File: src/rtl/debouncer_array.sv
// debouncer_array: per-channel synchronised debouncers with edge capture,
// interrupt masking and an Avalon-MM register window.
module debouncer_array #(
  parameter int CHANNELS     = 4,
  parameter int CNT_WIDTH    = 20,
  parameter int STABLE_COUNT = 500000,
  parameter int EDGE_MODE    = 2
) (
  input  logic                clk,
  input  logic                reset,
  input  logic [CHANNELS-1:0] raw_in,
  output logic [CHANNELS-1:0] level_out,
  output logic [CHANNELS-1:0] rise_pulse,
  output logic [CHANNELS-1:0] fall_pulse,
  input  logic [1:0]          address,
  input  logic                read,
  input  logic                write,
  input  logic [31:0]         writedata,
  output logic [31:0]         readdata,
  output logic                irq
);
  localparam logic [CNT_WIDTH-1:0] LAST = CNT_WIDTH'(STABLE_COUNT - 1);
  logic [CHANNELS-1:0] sync1, sync2, level_d, level_next;
  logic [CHANNELS-1:0] edge_capture, irq_mask, sel, clr;
  logic [CHANNELS-1:0][CNT_WIDTH-1:0] cnt, cnt_next;
  logic [31:0] rd_mux;
  logic unused_wdata;
  assign unused_wdata = ^writedata;
  // The counter only runs while the synchronised input disagrees with the
  // accepted level, so it is cleared by any single cycle of agreement.
  always_comb begin
    cnt_next   = cnt;
    level_next = level_out;
    for (int i = 0; i < CHANNELS; i++) begin
      if (sync2[i] == level_out[i]) begin
        cnt_next[i] = '0;
      end else if (cnt[i] == LAST) begin
        cnt_next[i]   = '0;
        level_next[i] = ~level_out[i];
      end else begin
        cnt_next[i] = cnt[i] + 1'b1;
      end
    end
  end
  assign sel = (EDGE_MODE == 0) ? rise_pulse :
               (EDGE_MODE == 1) ? fall_pulse : (rise_pulse | fall_pulse);
  assign clr = (write && address == 2'd1) ? writedata[CHANNELS-1:0] : '0;
  assign rd_mux = (address == 2'd0) ? 32'(level_out) :
                  (address == 2'd1) ? 32'(edge_capture) :
                  (address == 2'd2) ? 32'(irq_mask) : 32'(STABLE_COUNT);
  always_ff @(posedge clk) begin
    if (reset) begin
      sync1        <= '0;
      sync2        <= '0;
      cnt          <= '0;
      level_out    <= '0;
      level_d      <= '0;
      rise_pulse   <= '0;
      fall_pulse   <= '0;
      edge_capture <= '0;
      irq_mask     <= '0;
      readdata     <= '0;
      irq          <= 1'b0;
    end else begin
      sync1        <= raw_in;
      sync2        <= sync1;
      cnt          <= cnt_next;
      level_out    <= level_next;
      level_d      <= level_out;
      rise_pulse   <= level_out & ~level_d;
      fall_pulse   <= ~level_out & level_d;
      edge_capture <= (edge_capture & ~clr) | sel;
      irq          <= |(edge_capture & irq_mask);
      if (write && address == 2'd2) irq_mask <= writedata[CHANNELS-1:0];
      if (read) readdata <= rd_mux;
    end
  end
endmodule

File: config.mk
export PLATFORM = sky130hd
export DESIGN_NAME = debouncer_array
export DESIGN_NICKNAME = d
export VERILOG_FILES = /design/src/rtl/debouncer_array.sv
export SDC_FILE = /design/constraint.sdc
export NUM_CORES = 1
export LEC_CHECK = 0
export CORE_MARGIN = 1.5
export CORE_UTILIZATION = 50
export CTS_CLUSTER_DIAMETER = 30
export DETAILED_ROUTE_END_ITERATION = 6
export PLACE_DENSITY = 0.75
export SLEW_MARGIN = 10
export SYNTH_ARGS = -nofsm -noshare
export SYNTH_HDL_FRONTEND = slang
export SYNTH_SLANG_ARGS = --single-unit
File: constraint.sdc
create_clock -name clk -period 5.3 [get_ports clk]
set_input_delay 0.795 -clock clk [delete_from_list [all_inputs] [get_ports clk]]
set_output_delay 0.795 -clock clk [all_outputs]
set_load 0.01 [all_outputs]
==> metrics.md, run 1 <==
| Metric | Value |
|---|---|
| Run status | `finished clean` |
| Htree depth | `4` |
| Peak VDD IR | `between 0.0002 and 0.00025 V` |
| Highest-delay cell along the critical path | `clkdlybuf4s50_1` |
| Max Clk Rate | `427.6 MHz` |
| Ys Warns | `0` |
| Cells on Worst Hold Path | `1` |
| Critical R2R Launch | `cnt[20]$_SDFF_PP0_` |
| Critical path depth | `1` |
| Post-synth top area cell | `dfxtp_1` |
| Routed Antenna Nets | `0` |
| Via count | `a little over 4000` |
| Row count | `36` |
| Worst hold path type | `register to register` |
| Synthesized flop and latch total | `around 120` |
| Pint | `about 1.6 mW` |
| RSZ-0062 raised after global routing | `false` |
| DRT Wirelength | `~9.8 mm` |
| Share of the synthesized area in the top cell type | `45.63%` |
| Post-DP Area | `5537 sq um` |
| Psw | `0.4122 mW` |
| Sw Share | `between 20% and 30%` |
| Mapped Cells | `580` |
| Leak | `between 1.5 and 2 nW` |
| Crit path capture type | `output pin` |
| R2R setup slack | `3160 ps` |
| Detail Placement HPWL | `~6.6 mm` |
| Comb power frac | `around 2.5%` |
| Post CTS Setup Buffer Count | `0` |
| Startpoint types | `register` |
| Worst-margin pin slew | `758.5 ps` |
| Reg2Reg Depth | `4` |
| Tcrit/Tclk final | `44.13%` |
| Pins Over Slew Limit | `0` |
| CP arrival | `between 1500 and 2000 ps` |
| Dpl cells | `731` |
| Sequential fraction of the synthesis area | `a little under half` |
| First-pass GRT wire length | `~17 mm` |
| Power, Total | `2.057 mW` |
| Fin worst setup slack | `between 2000 and 3000 ps` |
| Initial Util | `~52%` |
| Post-synth EDFFs | `0` |
| Clk root buf | `clkbuf_8` |
| Max_slew headroom | `about half` |
| Hold Startpoint | `level_d[0]$_SDFF_PP0_` |
| I/O pin cnt | `a little under 90` |
| Total CTS buffers | `17` |
| CTS resizes | `0` |
| Synth cell types | `46` |
| Drt first pass iters | `4` |
| CP cell instances | `clkdlybuf4s50_1` |
| Overall routing resource usage | `a little under a fifth` |
| Die Wd | `104.8 um` |
| Initial antenna violation count | `0` |
| Util after Layout | `just over 60%` |
| Worst-skew pair later-pin latency | `~520 ps` |
| Die ar. | `around 11000 sq um` |
| Share of total power in the clock network | `53.8%` |
| CP delay by family, top | `buffers and inverters` |
| Final non-filler cell total | `approximately 760` |
| # DRC | `0` |
| Starting DRT DRC Count | `~160` |
| Hold WS | `between 400 and 500 ps` |
| Number of global-route vias before repair | `approximately 3800` |
| Mapped Area | `~5200 sq um` |
| Final Hold Vio Count | `0` |
| Hold buffer count at cts | `0` |
| Gp weighted congestion | `roughly 0.83` |
| Area delta synth->final | `18.56%` |
| FF-to-FF End | `cnt[30]$_SDFF_PP0_` |
| Async SR Flop Fraction | `0%` |
| DR WL/cell | `12.78 um` |
| Seq pwr share | `43.7%` |
| Clock-pin slew on the worst setup and hold paths | `~50 ps` |
| Buf/Inv on CP | `1` |
| Worst endpoint required time | `4510 ps` |
| Hold Crit Endpoint | `rise_pulse[0]$_SDFF_PP0_` |
| MaxCap Viol Count | `0` |
| I/O Buffers | `37` |
| Clock period minus worst slack | `2339 ps` |
| Crit path max fanout | `5` |
| Synth area leaders | `dfxtp_1, xnor2_1, nor2_1, buf_4, nand3_1` |
| Pwr dens | `roughly 340 nW/um^2` |
| Share of layout cells above drive strength 1 | `around 7.1%` |
| Synth Area per Inst | `between 8 and 9 sq um` |
| Post-route cell area | `slightly above 6000 sq um` |
| Vias per cell | `between 5 and 6` |
| Largest net degree at the start of global routing | `23` |
| Fin nets | `663` |
| Core area | `slightly below 10000 sq um` |
| CP max stage delay | `roughly 580 ps` |
| CTS sink count | `around 120` |
| Finish-stage setup viols | `0` |
| CTS tree | `yes` |
| Die span in y | `approximately 100 um` |
| Worst clock skew | `6.735 ps` |
| Gr ovfl total | `0` |
| Max Buffers Root-to-Sink | `2` |
| Final setup TNS | `0 ps` |
| Antenna Cells | `0` |
| Pre-CTS setup slack | `2251 ps` |
| Top FF cell, synth | `dfxtp_1` |
| Worst setup path class | `register to output pin` |
## registers in the layout (all words and copies together) (netlist names)
register / cells
cnt: 80
readdata: 5
edge_capture: 4
fall_pulse: 4
irq_mask: 4
level_d: 4
level_out: 4
rise_pulse: 4
sync1: 4
sync2: 4
irq: 1
## logic make-up after synthesis
kind of cell,share of synthesized area (%)
AOI/OAI and AO/OA,5.244
adders and majority gates,0.9667
other,0.07243
and+or+nand+nor,28.76
muxes,2.320
DFF,45.63
buffers and inverters,6.694
xor gates and xnor gates,10.32
## placed cells by master, fill, tap and decap left out, types with 13 or more instances in the layout
cell type	instances
nand3_1	30
clkbuf_16	16
a21oi_1	18
inv_1	21
nand4_1	23
xnor2_1	48
xor2_1	13
dfxtp_1	118
nor2_1	102
clkdlybuf4s50_1	37
nor3_1	22
conb_1	21
nand2_1	23
## worst max path at each step
stage                               to                       from
detailed placement  cnt[63]$_SDFF_PP0_                      reset
CTS                 cnt[60]$_SDFF_PP0_                      reset
global placement    cnt[62]$_SDFF_PP0_                      reset
floorplan           cnt[18]$_SDFF_PP0_          cnt[0]$_SDFF_PP0_
finish                    level_out[2]  level_out[2]$_SDFFE_PP0P_
global route              level_out[2]  level_out[2]$_SDFFE_PP0P_
## power groups by stage
stage          Sequential [mW]  Clock, mW  Combinational [mW]
3_5_place_dp             0.917          0              0.0513
2_1_floorplan            0.917          0              0.0429
4_1_cts                  0.898       1.13              0.0516
6_report                 0.899       1.11              0.0520
5_1_grt                  0.899       1.17              0.0569
3_3_place_gp             0.917          0              0.0511
## Yosys cell counts, types with 7 or more instances
master,count
a211oi_1,8
a21oi_1,18
buf_4,29
dfxtp_1,118
inv_1,21
mux2i_1,12
nand2_1,23
nand2b_1,7
nand3_1,30
nand4_1,23
nor2_1,102
nor2b_1,11
nor3_1,22
nor4_1,12
nor4b_1,8
o21ai_0,9
or3_1,8
xnor2_1,48
xor2_1,13
## metal layers
metal | routed length [um] | part of all wire [%] | GRT usage, % | vias to the layer above
li1 | - | - | - | 2038
met1 | 4572 | 47 | 22.21 | 1891
met2 | 4448 | 46 | 29.93 | 109
met3 | 570 | 5.8 | 5.739 | 15
met4 | 161 | 1.7 | 8.904 | 0
met5 | 0 | 0 | 0 | -
## area by class of cell
type	count	area, sq um
clock buffers	24	490.5
inverters	21	78.83
well taps	133	166.4
fillers	815	3771
multi-input cells	420	2560
flip-flops and latches	118	2362
repair buffers	39	385.4
clock inverters	8	95.09
No activity file was read; power rests on OpenSTA's default activity.
==> run 2, diff against run 1 <==
CORE_UTILIZATION = 48   (was 50)
clock period = 1.9 ns   (was 5.3 ns; I/O delays follow)
==> metrics.md, run 2 (synthesized netlist as in run 1, its figures left out) <==
| Metric | Value |
|---|---|
| RSZ-0062 raised after global routing | `true` |
| Die span in y | `106.9 um (+2.0%)` |
| Fin worst setup slack | `71.72 ps (-2889 ps)` |
| DR WL met2 | `4.636 mm (+4.2%)` |
| CP cell instances | `clkdlybuf4s50_1` |
| Crit path max fanout | `5 (unchanged)` |
| Number of global-route vias before repair | `3893 (+2.8%)` |
| Max Buffers Root-to-Sink | `2 (unchanged)` |
| Worst Setup SP | `level_out[1]$_SDFFE_PP0P_` |
| Starting DRT DRC Count | `183 (+12%)` |
| Die Wd | `106.9 um (+2.0%)` |
| Initial Util | `49.71% (-2.5 points)` |
| WL met1 | `4.722 mm (+3.3%)` |
| Largest registers | `cnt x80, readdata x5` |
| MaxCap Viol Count | `0 (unchanged)` |
| Drt first pass iters | `5 (+1)` |
| Highest-delay cell along the critical path | `clkdlybuf4s50_1` |
| Worst setup path class | `register to output pin` |
| Worst clock skew | `7.283 ps (+0.5485 ps)` |
| CTS sink count | `118 (unchanged)` |
| Antenna Cells | `0 (unchanged)` |
| # DRC | `0 (unchanged)` |
| Gr ovfl total | `0 (unchanged)` |
| Tcrit/Tclk final | `between 90% and 100%` |
| Die ar. | `11420 sq um (+4.0%)` |
| Clock-pin slew on the worst setup and hold paths | `50 ps (about the same)` |
| DR WL/cell | `12.55 um (-1.8%)` |
| CTS tree | `yes` |
| Clk root buf | `clkbuf_8` |
| Largest net degree at the start of global routing | `27 (+17%)` |
| Via count | `4163 (+2.7%)` |
| Top routing layer used | `met4` |
| Worst endpoint required time | `1620 ps (-2890 ps)` |
| I/O Buffers | `37 (unchanged)` |
| Peak VDD IR | `0.0004459 V (+100%)` |
| Max Clk Rate | `547.0 MHz` |
| Top reg by flops | `cnt` |
| Pins Over Slew Limit | `0 (unchanged)` |
| Clock period minus worst slack | `~1800 ps` |
| Core area | `10420 sq um (+5.1%)` |
| Final Hold Vio Count | `0 (unchanged)` |
| Detail Placement HPWL | `6.963 mm (+5.5%)` |
| Most frequent cells in the layout | `dfxtp_1, nor2_1, xnor2_1, clkdlybuf4s50_1, buf_4` |
| Worst-skew pair later-pin latency | `520 ps (about the same)` |
| Fin nets | `692 (+4.4%)` |
| Total CTS buffers | `17 (unchanged)` |
| Gp weighted congestion | `0.8835 (+6.8%)` |
| CP arrival | `1540 ps (about the same)` |
| Critical R2R Launch | `cnt[44]$_SDFF_PP0_` |
| Overall routing resource usage | `19.06% (+0.58 points)` |
| Pwr dens | `885.8 nW/um^2 (+160%)` |
| DRT Wirelength | `9.981 mm (+2.3%)` |
| CP max stage delay | `580 ps (about the same)` |
| Crit path capture type | `output pin` |
| Htree depth | `4 (unchanged)` |
| Initial antenna violation count | `0 (unchanged)` |
| Hold WS | `341.2 ps (-63.90 ps)` |
| Leak | `2.103 nW (+5.8%)` |
| Max reg flops | `80 (unchanged)` |
| Hold Startpoint | `raw_in[3]` |
| Buf/Inv on CP | `1 (unchanged)` |
| CP delay by family, top | `buffers and inverters` |
| Max_slew headroom | `62.93% (+14 points)` |
| Startpoint types | `register` |
| Worst-margin pin slew | `551.8 ps (-206.7 ps)` |
| Commonest non-fill, non-tap cell in the layout | `dfxtp_1` |
| Routed Antenna Nets | `0 (unchanged)` |
| I/O pin cnt | `87 (unchanged)` |
| Vias per cell | `5.236 (-1.4%)` |
| Run status | `finished clean` |
| Metal3 WL | `479 um (-16%)` |
| Pre-CTS setup slack | `67.01 ps (-2184 ps)` |
| Worst hold path type | `input port to register` |
| Area delta synth->final | `22.38%` |
| Util after Layout | `60.83% (-1.1 points)` |
| Row count | `37 (+2.8%)` |
| Share of layout cells above drive strength 1 | `11.53% (+4.4 points)` |
| Finish-stage setup viols | `0 (unchanged)` |
| First-pass GRT wire length | `17.39 mm (+4.7%)` |
-- run 2: timing repair --
item / 4_1_cts / 5_1_grt
resized for setup: 0 / 6
hold buffers: 0 / 0
endpoints found under the setup margin: 0 / 24
hold endpoints to repair: 0 / 0
setup buffers: 0 / 0
-- run 2: power by group --
group          internal, mW  switching [mW]
Clock                  1.88            1.07
Combinational        0.0757          0.0841
Sequential             2.50          0.0115
Total                  4.45            1.16
-- run 2: path summary, 6_finish.rpt --
kind                              end  slack, ps  cells past startpoint
max                      level_out[1]         70                      1
min               sync1[3]$_SDFF_PP0_        340                      2
max reg2reg        cnt[59]$_SDFF_PP0_         80                      5
min reg2reg  rise_pulse[3]$_SDFF_PP0_        400                      1
-- run 2: area by class of cell --
class	instances	area [sq um]
repair buffers	68	615.6
inverters	21	78.83
fillers	885	4080
clock buffers	22	442.9
multi-input cells	420	2557
flip-flops and latches	118	2366
well taps	136	170.2
clock inverters	10	105.1
-- run 2: per-layer routing --
layer	global-route usage (%)	vias to the layer above
li1	-	2098
met5	0	-
met4	8.095	0
met3	6.261	17
met2	30.91	95
met1	23.15	1953
-- run 2: through the flow --
step                      cell area [sq um]  cells  total power, mW  TNS, ps
after floorplan                        5253    600            2.678        0
final                                  6336    795            5.613        0
after global routing                   6336    795            5.826   -11.17
after global placement                 5771    763            2.714        0
after CTS                              6319    795            5.673        0
after detailed placement               5771    763            2.717        0
==> run 3, diff against run 2 <==
SKIP_LAST_GASP = 1   (was not set)
==> results of run 3 <==
The final DEF is identical to that of run 2; final timing and power are the same.
